`config.mk`:
```
export PLATFORM = sky130hd
export DESIGN_NAME = spi_master
export DESIGN_NICKNAME = d
export VERILOG_FILES = /design/src/rtl/spi_pkg.sv /design/src/rtl/spi_tick_gen.sv /design/src/rtl/spi_master.sv
export SDC_FILE = /design/constraint.sdc
export NUM_CORES = 1
export LEC_CHECK = 0
export CORE_MARGIN = 10
export CORE_UTILIZATION = 34
export DETAILED_ROUTE_END_ITERATION = 10
export DONT_BUFFER_PORTS = 1
export GPL_ROUTABILITY_DRIVEN = 0
export PLACE_DENSITY = 0.48
export SLEW_MARGIN = 20
export SYNTH_ARGS = -nofsm -noshare
export SYNTH_HDL_FRONTEND = slang
export SYNTH_SLANG_ARGS = --single-unit
```
`constraint.sdc`:
```
create_clock -name clk -period 3.2 [get_ports clk]
set_input_delay 0.48 -clock clk [delete_from_list [all_inputs] [get_ports clk]]
set_output_delay 0.48 -clock clk [all_outputs]
set_load 0.1 [all_outputs]
```
`src/rtl/spi_pkg.sv`:
```
// Shared SPI types and constants: FSM state encoding, data width and the mode-0 clock setup.
package spi_pkg;

  localparam int SPI_DATA_W = 8;

  typedef struct packed {
    logic cpol;
    logic cpha;
  } spi_mode_t;

  localparam spi_mode_t SPI_MODE0 = '{cpol: 1'b0, cpha: 1'b0};

  typedef enum logic [2:0] {
    IDLE,
    SETUP,
    SCK_HI,
    SCK_LO,
    HOLD,
    CS_END
  } spi_state_e;

endpackage

```
`src/rtl/spi_tick_gen.sv`:
```
// Loadable down-counter: after a load, o_tick rises CLK_DIV cycles later (CLK_DIV-1 counts + 1).
module spi_tick_gen #(
  parameter int CLK_DIV = 2
) (
  input  logic clk,
  input  logic rst_n,
  input  logic i_load,
  output logic o_tick
);

  localparam int CW = $clog2(CLK_DIV + 1);
  localparam logic [CW-1:0] LOAD_VAL = CW'(CLK_DIV - 1);

  logic [CW-1:0] r_cnt;

  // Counter parks at zero; the FSM reloads it on every state change, so tick lasts one cycle there.
  always_ff @(posedge clk or negedge rst_n) begin
    if (!rst_n) begin
      r_cnt <= '0;
    end else if (i_load) begin
      r_cnt <= LOAD_VAL;
    end else if (r_cnt != '0) begin
      r_cnt <= r_cnt - CW'(1);
    end
  end

  assign o_tick = (r_cnt == '0);

endmodule

```
`src/rtl/spi_master.sv`:
```
// Byte-wide mode-0 SPI master with valid/ready byte input, burst chip-select hold and rx strobe.
// Handshake: a byte is taken on any clk edge where tx_valid && tx_ready; tx_ready is high only in IDLE/HOLD.
module spi_master
  import spi_pkg::*;
#(
  parameter int CLK_DIV = 2,
  parameter int DATA_W  = SPI_DATA_W
) (
  input  logic              clk,
  input  logic              rst_n,
  input  logic [DATA_W-1:0] tx_data,
  input  logic              tx_valid,
  output logic              tx_ready,
  input  logic              hold_cs,
  output logic [DATA_W-1:0] rx_data,
  output logic              rx_valid,
  output logic              busy,
  output logic              spi_sck,
  output logic              spi_mosi,
  output logic              spi_cs,
  input  logic              spi_miso,
  output spi_state_e        dbg_state
);

  localparam logic SCK_IDLE = SPI_MODE0.cpol;

  spi_state_e        r_state;
  logic [DATA_W-1:0] r_tx_sr;
  logic [DATA_W-1:0] r_rx_sr;
  logic [DATA_W-1:0] r_rx_data;
  logic [2:0]        r_bit_cnt;
  logic              r_hold;
  logic              r_cs;
  logic              r_sck;
  logic              r_mosi;
  logic              r_ready;
  logic              r_rx_valid;
  logic              r_busy;

  logic              w_tick;
  logic              w_load;

  // Reload the divider on exactly the cycles where the FSM below changes state.
  always_comb begin
    w_load = 1'b0;
    case (r_state)
      IDLE:    w_load = tx_valid;
      HOLD:    w_load = tx_valid | ~hold_cs;
      default: w_load = w_tick;
    endcase
  end

  spi_tick_gen #(
    .CLK_DIV (CLK_DIV)
  ) u_tick (
    .clk    (clk),
    .rst_n  (rst_n),
    .i_load (w_load),
    .o_tick (w_tick)
  );

  always_ff @(posedge clk or negedge rst_n) begin
    if (!rst_n) begin
      r_state    <= IDLE;
      r_tx_sr    <= '0;
      r_rx_sr    <= '0;
      r_rx_data  <= '0;
      r_bit_cnt  <= '0;
      r_hold     <= 1'b0;
      r_cs       <= 1'b1;
      r_sck      <= SCK_IDLE;
      r_mosi     <= 1'b0;
      r_ready    <= 1'b1;
      r_rx_valid <= 1'b0;
      r_busy     <= 1'b0;
    end else begin
      r_rx_valid <= 1'b0;
      case (r_state)
        IDLE, HOLD: begin
          if (tx_valid) begin
            r_state   <= SETUP;
            r_cs      <= 1'b0;
            r_busy    <= 1'b1;
            r_ready   <= 1'b0;
            r_mosi    <= tx_data[DATA_W-1];
            r_tx_sr   <= {tx_data[DATA_W-2:0], 1'b0};
            r_hold    <= hold_cs;
            r_bit_cnt <= '0;
          end else if (r_state == HOLD && !hold_cs) begin
            r_state <= CS_END;
            r_ready <= 1'b0;
          end
        end
        SETUP, SCK_LO: begin
          if (w_tick) begin
            r_state <= SCK_HI;
            r_sck   <= ~SCK_IDLE;
            r_rx_sr <= {r_rx_sr[DATA_W-2:0], spi_miso};
          end
        end
        SCK_HI: begin
          if (w_tick) begin
            r_sck <= SCK_IDLE;
            // Last bit: no SCK_LO phase; the falling edge itself completes the byte.
            if (r_bit_cnt == 3'd7) begin
              r_rx_valid <= 1'b1;
              r_rx_data  <= r_rx_sr;
              if (r_hold) begin
                r_state <= HOLD;
                r_ready <= 1'b1;
              end else begin
                r_state <= CS_END;
              end
            end else begin
              r_state   <= SCK_LO;
              r_bit_cnt <= r_bit_cnt + 3'd1;
              r_mosi    <= r_tx_sr[DATA_W-1];
              r_tx_sr   <= {r_tx_sr[DATA_W-2:0], 1'b0};
            end
          end
        end
        CS_END: begin
          if (w_tick) begin
            r_state <= IDLE;
            r_cs    <= 1'b1;
            r_busy  <= 1'b0;
            r_ready <= 1'b1;
            r_mosi  <= 1'b0;
          end
        end
        default: begin
          r_state <= IDLE;
          r_cs    <= 1'b1;
          r_busy  <= 1'b0;
          r_ready <= 1'b1;
          r_sck   <= SCK_IDLE;
          r_mosi  <= 1'b0;
        end
      endcase
    end
  end

  assign tx_ready  = r_ready;
  assign rx_data   = r_rx_data;
  assign rx_valid  = r_rx_valid;
  assign busy      = r_busy;
  assign spi_sck   = r_sck;
  assign spi_mosi  = r_mosi;
  assign spi_cs    = r_cs;
  assign dbg_state = r_state;

endmodule

```
# After elaboration in Yosys (flattened, before gate mapping)
# Cells that the tools add are included.
# W data, S select, Z words.
# totals
inputBits	13
wordCells	93
register_bits	39
output_inout_bits	17
# classes
n_bitwise	5
n_reduce_logical	20
n_mux	39
n_addsub	2
eq_ne	14
# ops
cell	count
$mux W3	9
$mux W8	3
$mux W1	16
$pmux W8 S2	1
$ne A2 B2 Y1 const B	7
$pmux W3 S4	1
$eq A3 B3 Y1 const B	3
$pmux W1 S3	3
$reduce_and A3 Y1	3
$pmux W1 S4	2
$reduce_and A4 Y1	2
$eq A3 B2 Y1 const B	2
$pmux W3 S2	1
$reduce_and A6 Y1	1
$reduce_bool A2 Y1	3
$reduce_or A3 Y1	2
$reduce_and A5 Y1	1
$mux W2	2
$not A1 Y1	4
$reduce_and A2 Y1	2
$reduce_or A2 Y1	2
$add A3 B1 Y3 const B	1
$eq A3 B1 Y1 const B	1
$logic_not A3 Y1	1
7 further kinds	7

# Depth between registers and ports, before layout
# Gate-level depths: netlist (run 1).
# depth
ltp_word	5
ltp_mapped	7
depth_no_buf	6

# By module
# A second synthesis (run 1) with hierarchy kept.
# unflattened
cells_unflattened	137
hier_area_um2	1774.2
# modules_own_cells
mod	seq_area_each_um2	area_each_um2	n_inst	cells_per_inst
spi_master	903.4	1675.4	1	128
spi_tick_gen	50.0	98.8	1	9

# Least setup slack after synthesis (run 1)
# Ideal clock, no wire load.
# synth_path
kind	reg2reg
start	register r_state[1], in the netlist dbg_state[1]
end	register r_bit_cnt[0]
arrival_ns	1.961
period_less_slack_ns	2.086
required_time_ns	3.075
stages_incl_launch_ff	5
n_path_buf	1
setup_ns	0.125
path_slack_ns	1.114
path_cell_list	dfrtp_1 -> buf_4 -> nand4bb_1 -> a21oi_4 -> mux2_2
# synth_via
elab_chain_cells	4
elab_cells_between_ends	10
cone_classes	eq/ne (5); mux (1); reduce/logical (4)
# synth_rtl
element	line	text
from (decl)	spi_master.sv:27	spi_state_e r_state;
from (signal assigned)	spi_master.sv:64	r_state <= IDLE;
from (signal assigned)	spi_master.sv:81	r_state <= SETUP;
from (signal assigned)	spi_master.sv:90	r_state <= CS_END;
$eq A3 B3 Y1 or $logic_not A3 Y1 (tied branches)	spi_master.sv:78	case (r_state)
$reduce_or A2 Y1	spi_master.sv:78	
$ne A2 B2 Y1 (no source line) or $reduce_bool A2 Y1 (tied branches)	--	
$reduce_and A4 Y1 (no source line)	--	
to (signal assigned)	spi_master.sv:116	r_bit_cnt <= r_bit_cnt + 3'd1;
to (decl)	spi_master.sv:31	logic [2:0] r_bit_cnt;
# Several ways; a longest one is shown, not always the timed one.
# A chain may end at the register's enable or synchronous reset.

# Final worst setup path (run 1)
# layout_path
start	register u_tick.r_cnt[0]
end	register r_bit_cnt[0]
# layout_via
elab_chain_cells	3
# layout_rtl
element	line	text
from (decl)	spi_tick_gen.sv:14	logic [CW-1:0] r_cnt;
from (signal assigned)	spi_tick_gen.sv:23	r_cnt <= r_cnt - CW'(1);
$logic_not A2 Y1	spi_tick_gen.sv:27	assign o_tick = (r_cnt == '0);
$ne A2 B2 Y1 (no source line)	--	
$reduce_and A4 Y1 (no source line)	--	
# No other way between the ends.

==> out/results.ini, run 1 <==
[routing]
detail_route.wl_per_cell_um = 15.5
firstDrtPassIters = 4
drc_errors = 0
routed-via-count = 1140
ant_nets = 0
viasPerCell = 5.00
wl_mm = 3.53
drtIter0Drc = 55

[floorplan]
die_area_um2 = 8430
pin_count = 30
coreArea_um2 = 5040
fp.dieW_um = 91.8
core.rowCount = 26
chipHeight_um = 91.8
start_util = 0.348

[cts]
cts-root-buf = clkbuf_8
htree_levels = 2
cts_sinks = 38
cts_tree = built
cts_buffers = 5
post_cts_buffers = 0
path_clk_slew_ps = 80
clk_latency_ps = 290
cts_buffer_depth = 2

[timing]
fmax_ghz = 0.472
hold_violations = 0
slew_viol_final = 0
tns_ps = 0
rsz0062_at_grt = false
relSlewSlack = 0.353
fin_crit_sh = 0.662
setup_viol = 0
post-route-min-period_ps = 2120
tightestPinTransition_ps = 970
skew_ps = 4.17

[synth]
ys_seq_area_frac = 0.544
synthXorXnorAreaFrac = 0
synth_area_um2 = 1750
synthAdderAreaFrac = 0.0214
synth_top_family_by_area = multiplexers
yosys.cell_types.count = 31
syn_inst = 153
yosys.area.top_type = dfrtp_1
synth_top_area_frac = 0.514
yosysWarnings = 0
syn_avg_cell_area_um2 = 11.5
ys_ff_latch = 38
synth_compound_area_frac = 0.110
synth_mux_area_frac = 0.168
synth_nets = 169
synth_area_leaders = dfrtp_1 51%, mux2_2 12%, mux2i_1 4.6%
synthSimpleGateAreaFrac = 0.106

[grt]
grt_max_degree = 37
grtUsageMet2 = 0.138
grt.met3_usage = 0.0432
grt.total_usage = 0.0903
antenna_found_initial = 0
grt_busiest_layer = met2
use_met1 = 0.108
grt_pass1_wl_mm = 6.20
grt_overflow = 0
grt_pass1_vias = 1218

[setup_path]
startpoint_type = flop
cp.arrival_ps = 2290
crit_required_ps = 3370
crit_type = reg -> reg
rr_startpoint = u_tick.r_cnt[0]
critPathCaptureType = flop
crit_fanout = 18
cp-startpoint = u_tick.r_cnt[0]

[status]
status = finished, final reports clean

[placement]
dpl.hpwl_mm = 2.53
dp.cells = 219
portBuffers = 0

[hold_path]
hold_class = in -> async

[layout]
area_delta_synth_final_pct = 11.1
utilization = 0.386
nNetsFinal = 173
stdcell_count = 228
diodes = 0
drive_gt1_frac = 0.241

[power_and_ir_drop]
p_leak_nw = 0.896
p_total_w = 0.00202
irDropWorstVdd_mv = 0.334
cellPowerDensity_nw_per_um2 = 1040

[job]
drv_cap = 0

[where the power goes]
part           leakage [nW]  internal (W)  switching, W  total (W)
Sequential            0.471      0.000637      0.000276   0.000913
Combinational         0.367      0.000308      0.000398   0.000706
Clock                0.0579      0.000229      0.000170   0.000400
[per-stage QoR]
step | area, um^2 | worst slack, ps | hold WS (ps)
after floorplan | 1750 | 1110 | 184
after global placement | 1820 | 1180 | 187
after detailed placement | 1820 | 1070 | 187
after CTS | 1950 | 1060 | 13.8
after global routing | 1950 | 898 | 7.18
final | 1950 | 1080 | 12.4
[path summary, 6_finish.rpt]
kind | endpoint | slack [ps] | depth (start not counted)
min in group clk | r_rx_sr[0] | 350 | 1
worst min-delay path | r_hold | 10 | 1
worst min register to register | rx_data[7] | 520 | 1
worst max-delay path | r_bit_cnt[0] | 1080 | 5
worst max register to register | r_bit_cnt[0] | 1080 | 5
max in group asynchronous | rx_data[0] | 2990 | 1
[layout by cell type (no fill, tap or decap), types with 2 or more instances in the layout]
master	count
ha_1	3
dfstp_2	2
clkinv_2	2
o22ai_1	4
nand3b_1	2
nor3_1	2
nor2_2	2
a21oi_1	15
o22a_1	2
clkbuf_8	5
nand2b_1	4
mux2i_1	8
nor2_1	11
nand2_1	7
buf_4	3
mux2_2	19
o21ai_0	5
inv_1	12
nand4_1	2
dfrtp_1	36
[metal layers]
metal	wire length, um	vias to the layer above
met5	0	-
met4	42	0
met3	316	4
met2	1640	39
met1	1540	553
li1	-	544
[final cells by class]
cell class	count	area, um^2
Fill cell	507	3100
Sequential cell	38	953
Multi-Input combinational cell	96	709
Tap cell	70	87.6
Clock buffer	5	68.8
Inverter	12	45.0
Timing Repair Buffer	4	42.5
Clock inverter	3	40.0
[synth_stat cells]
cell type / instances
dfrtp_1: 36
mux2_2: 19
a21oi_1: 15
inv_1: 12
nor2_1: 11
mux2i_1: 8
nand2_1: 7
o21ai_0: 5
nand2b_1: 4
o22ai_1: 4
buf_2: 3
ha_1: 3
buf_4: 2
dfstp_2: 2
nand3b_1: 2
nand4_1: 2
nor2_2: 2
nor3_1: 2
o22a_1: 2
a211oi_1: 1
a21oi_2: 1
a21oi_4: 1
and2_1: 1
buf_6: 1
clkbuf_1: 1
nand3_1: 1
nand4_2: 1
nand4bb_1: 1
nor3b_1: 1
o311ai_1: 1
o32ai_1: 1
[flip-flops by register name, indices dropped and copies added, names as in the netlist]
signal	count
r_rx_sr	8
rx_data	8
r_tx_sr	7
dbg_state	3
r_bit_cnt	3
u_tick.r_cnt	2
busy	1
r_hold	1
rx_valid	1
spi_cs	1
spi_mosi	1
spi_sck	1
tx_ready	1
[critical path, cell delays in order (launching register included)]
cell and delay, ps:
dfrtp_1 370, inv_1 110, ha_1 480, nand4bb_1 230, a21oi_4 430, mux2_2 390
[what timing repair did]
action / in CTS / in global routing
gates resized for setup: 0 / 0
hold buffers: 1 / 0
hold endpoints to repair: 36 / 0
[cells by family (layout without fill, tap and decap cells)]
group | count (synthesis) | after routing
flops | 38 | 38
buf+inv | 19 | 24
fa+ha+maj | 3 | 3
mux | 27 | 27
simple gates | 35 | 35
compound gates | 31 | 31
Power figures use the tool's default switching activity.
==> inputs of run 2 (changes only) <==
==> constraint.sdc (replaced) <==
create_clock -name clk -period 2 [get_ports clk]
set_input_delay 0.3 -clock clk [delete_from_list [all_inputs] [get_ports clk]]
set_output_delay 0.3 -clock clk [all_outputs]
set_load 0.1 [all_outputs]
==> run 2 against run 1 <==
Net effect:
- total power rose by 71%
- critical path type unchanged
- clock power increased by 96%
- die area stayed put
- register-to-register slack worse by 900 ps
- sequential cell count is the same
- clock skew rose by 7.9 ps
- first-iteration DRC count down 9.1%
- combinational power is 88% higher
- largest cell class unchanged
- clock-buffer cell count did not move
- fmax rose by 16%
==> out/results.ini, run 2 (synthesized netlist as in run 1, its figures left out) <==
[status]
status = finished, final reports clean

[grt]
grt_pass1_vias = 1244
grt_max_degree = 39
grt_overflow = 0
grt_pass1_wl_mm = 6.18
antenna_found_initial = 0
grt.total_usage = 0.0911

[setup_path]
critPathCaptureType = flop
r2r_cells = 7
cp.arrival_ps = 2040
rr_endpoint = r_tx_sr[4]
crit_fanout = 12
rr_startpoint = r_bit_cnt[0]
crit_type = reg -> reg
crit_required_ps = 2210
startpoint_type = flop
cp-startpoint = r_bit_cnt[0]
r2r_slack_ps = 180

[floorplan]
chipHeight_um = 91.8
core.rowCount = 26
fp.dieW_um = 91.8
coreArea_um2 = 5040
start_util = 0.348
die_area_um2 = 8430
pin_count = 30

[power_and_ir_drop]
sequentialPowerShare = 0.387
pwr-share-comb = 0.385
switchingPower_w = 0.00137
p_total_w = 0.00345
irDropWorstVdd_mv = 0.556
sw_frac_of_total = 0.397
power_frac_clock = 0.228
p_int_w = 0.00208
cellPowerDensity_nw_per_um2 = 1690
p_leak_nw = 0.945

[layout]
drive_gt1_frac = 0.277
nNetsFinal = 181
final_common_cell = dfrtp_1
diodes = 0
layout_common_cells = 35 x dfrtp_1, 19 x mux2_2, 15 x a21oi_1
area_delta_synth_final_pct = 16.3

[timing]
tightestPinTransition_ps = 907
skew_ps = 12.1
setup_viol = 0
slew_viol_final = 0
rsz0062_at_grt = false
fin_crit_sh = 0.911
fmax_ghz = 0.549
tns_ps = 0
relSlewSlack = 0.395
hold_violations = 0
post-route-min-period_ps = 1820

[job]
drv_cap = 0

[cts]
path_clk_slew_ps = 80
htree_levels = 2
cts_buffers = 5
clk_latency_ps = 290
post_cts_buffers = 0
cts_sinks = 38
cts-root-buf = clkbuf_8
cts_buffer_depth = 2
cts.repair.resized = 0
cts_tree = built

[routing]
detail_route.wl_per_cell_um = 15.1
routed-via-count = 1149
drtIter0Drc = 50
drc_errors = 0
wl_mm = 3.56
ant_nets = 0
firstDrtPassIters = 4
viasPerCell = 4.87

[hold_path]
min_from = spi_miso
hold_class = in -> reg
hold_path_depth = 1
hold_end = r_rx_sr[0]

[placement]
dpl.hpwl_mm = 2.56
portBuffers = 0

-- run 2: changes by cell type in the layout (fill, tap and decap cells not counted), sizes merged --
cell         previous run  this run
bufinv                  1         2
dlygate4sd3             0         1
buf                     4        11
clkinv                  2         1
-- run 2: cell type report --
cell class | count | area, um^2
repair buffers | 12 | 105
flip-flops and latches | 38 | 955
clock inverters | 3 | 68.8
multi-input cells | 96 | 709
clock buffers | 5 | 68.8
fillers | 503 | 3000
well taps | 70 | 87.6
inverters | 12 | 45.0
-- run 2: worst max-delay path: stages, from the launching register on --
cell and delay [ps]:
dfrtp_1 400, ha_1 200, ha_1 240, nand4bb_1 260, a21oi_4 250, buf_4 210, nor2_1 50, a21oi_1 130
-- run 2: what timing repair did --
action / CTS / global route
hold buffers: 2 / 0
hold endpoints to repair: 38 / 0
setup endpoints to repair: 0 / 0
-- run 2: how the worst max path moves through the flow --
stage	endpoint
global route	r_tx_sr[5]
CTS	r_tx_sr[4]
global placement	r_bit_cnt[0]
finish	r_tx_sr[4]
floorplan	spi_mosi
detailed placement	r_tx_sr[4]
-- run 2: through the flow --
stage	worst slack [ps]	util	area, um^2	hold slack (ps)	std cells
finish	177	0.404	2040	155	236
global route	35.6	0.404	2040	141	236
CTS	143	0.404	2040	144	236
detailed placement	151	0.371	1870	6.60	226
global placement	232	0.371	1870	6.54	226
floorplan	75.2	-	1750	4.41	153
-- run 2: power by group through the flow --
stage                     sequential [W]  clock [W]  combinational [W]
final                            0.00133   0.000785            0.00133
after floorplan                  0.00150          0           0.000938
after global placement           0.00134          0            0.00129
after global routing             0.00138   0.000846            0.00148
after CTS                        0.00134   0.000807            0.00135
after detailed placement         0.00135          0            0.00133
-- run 2: layer usage --
| metal | track usage | share of wire |
|---|---|---|
| met5 | 0 | 0 |
| met3 | 0.0359 | 0.073 |
| met2 | 0.142 | 0.47 |
| met1 | 0.109 | 0.44 |
| met4 | 0.0424 | 0.020 |
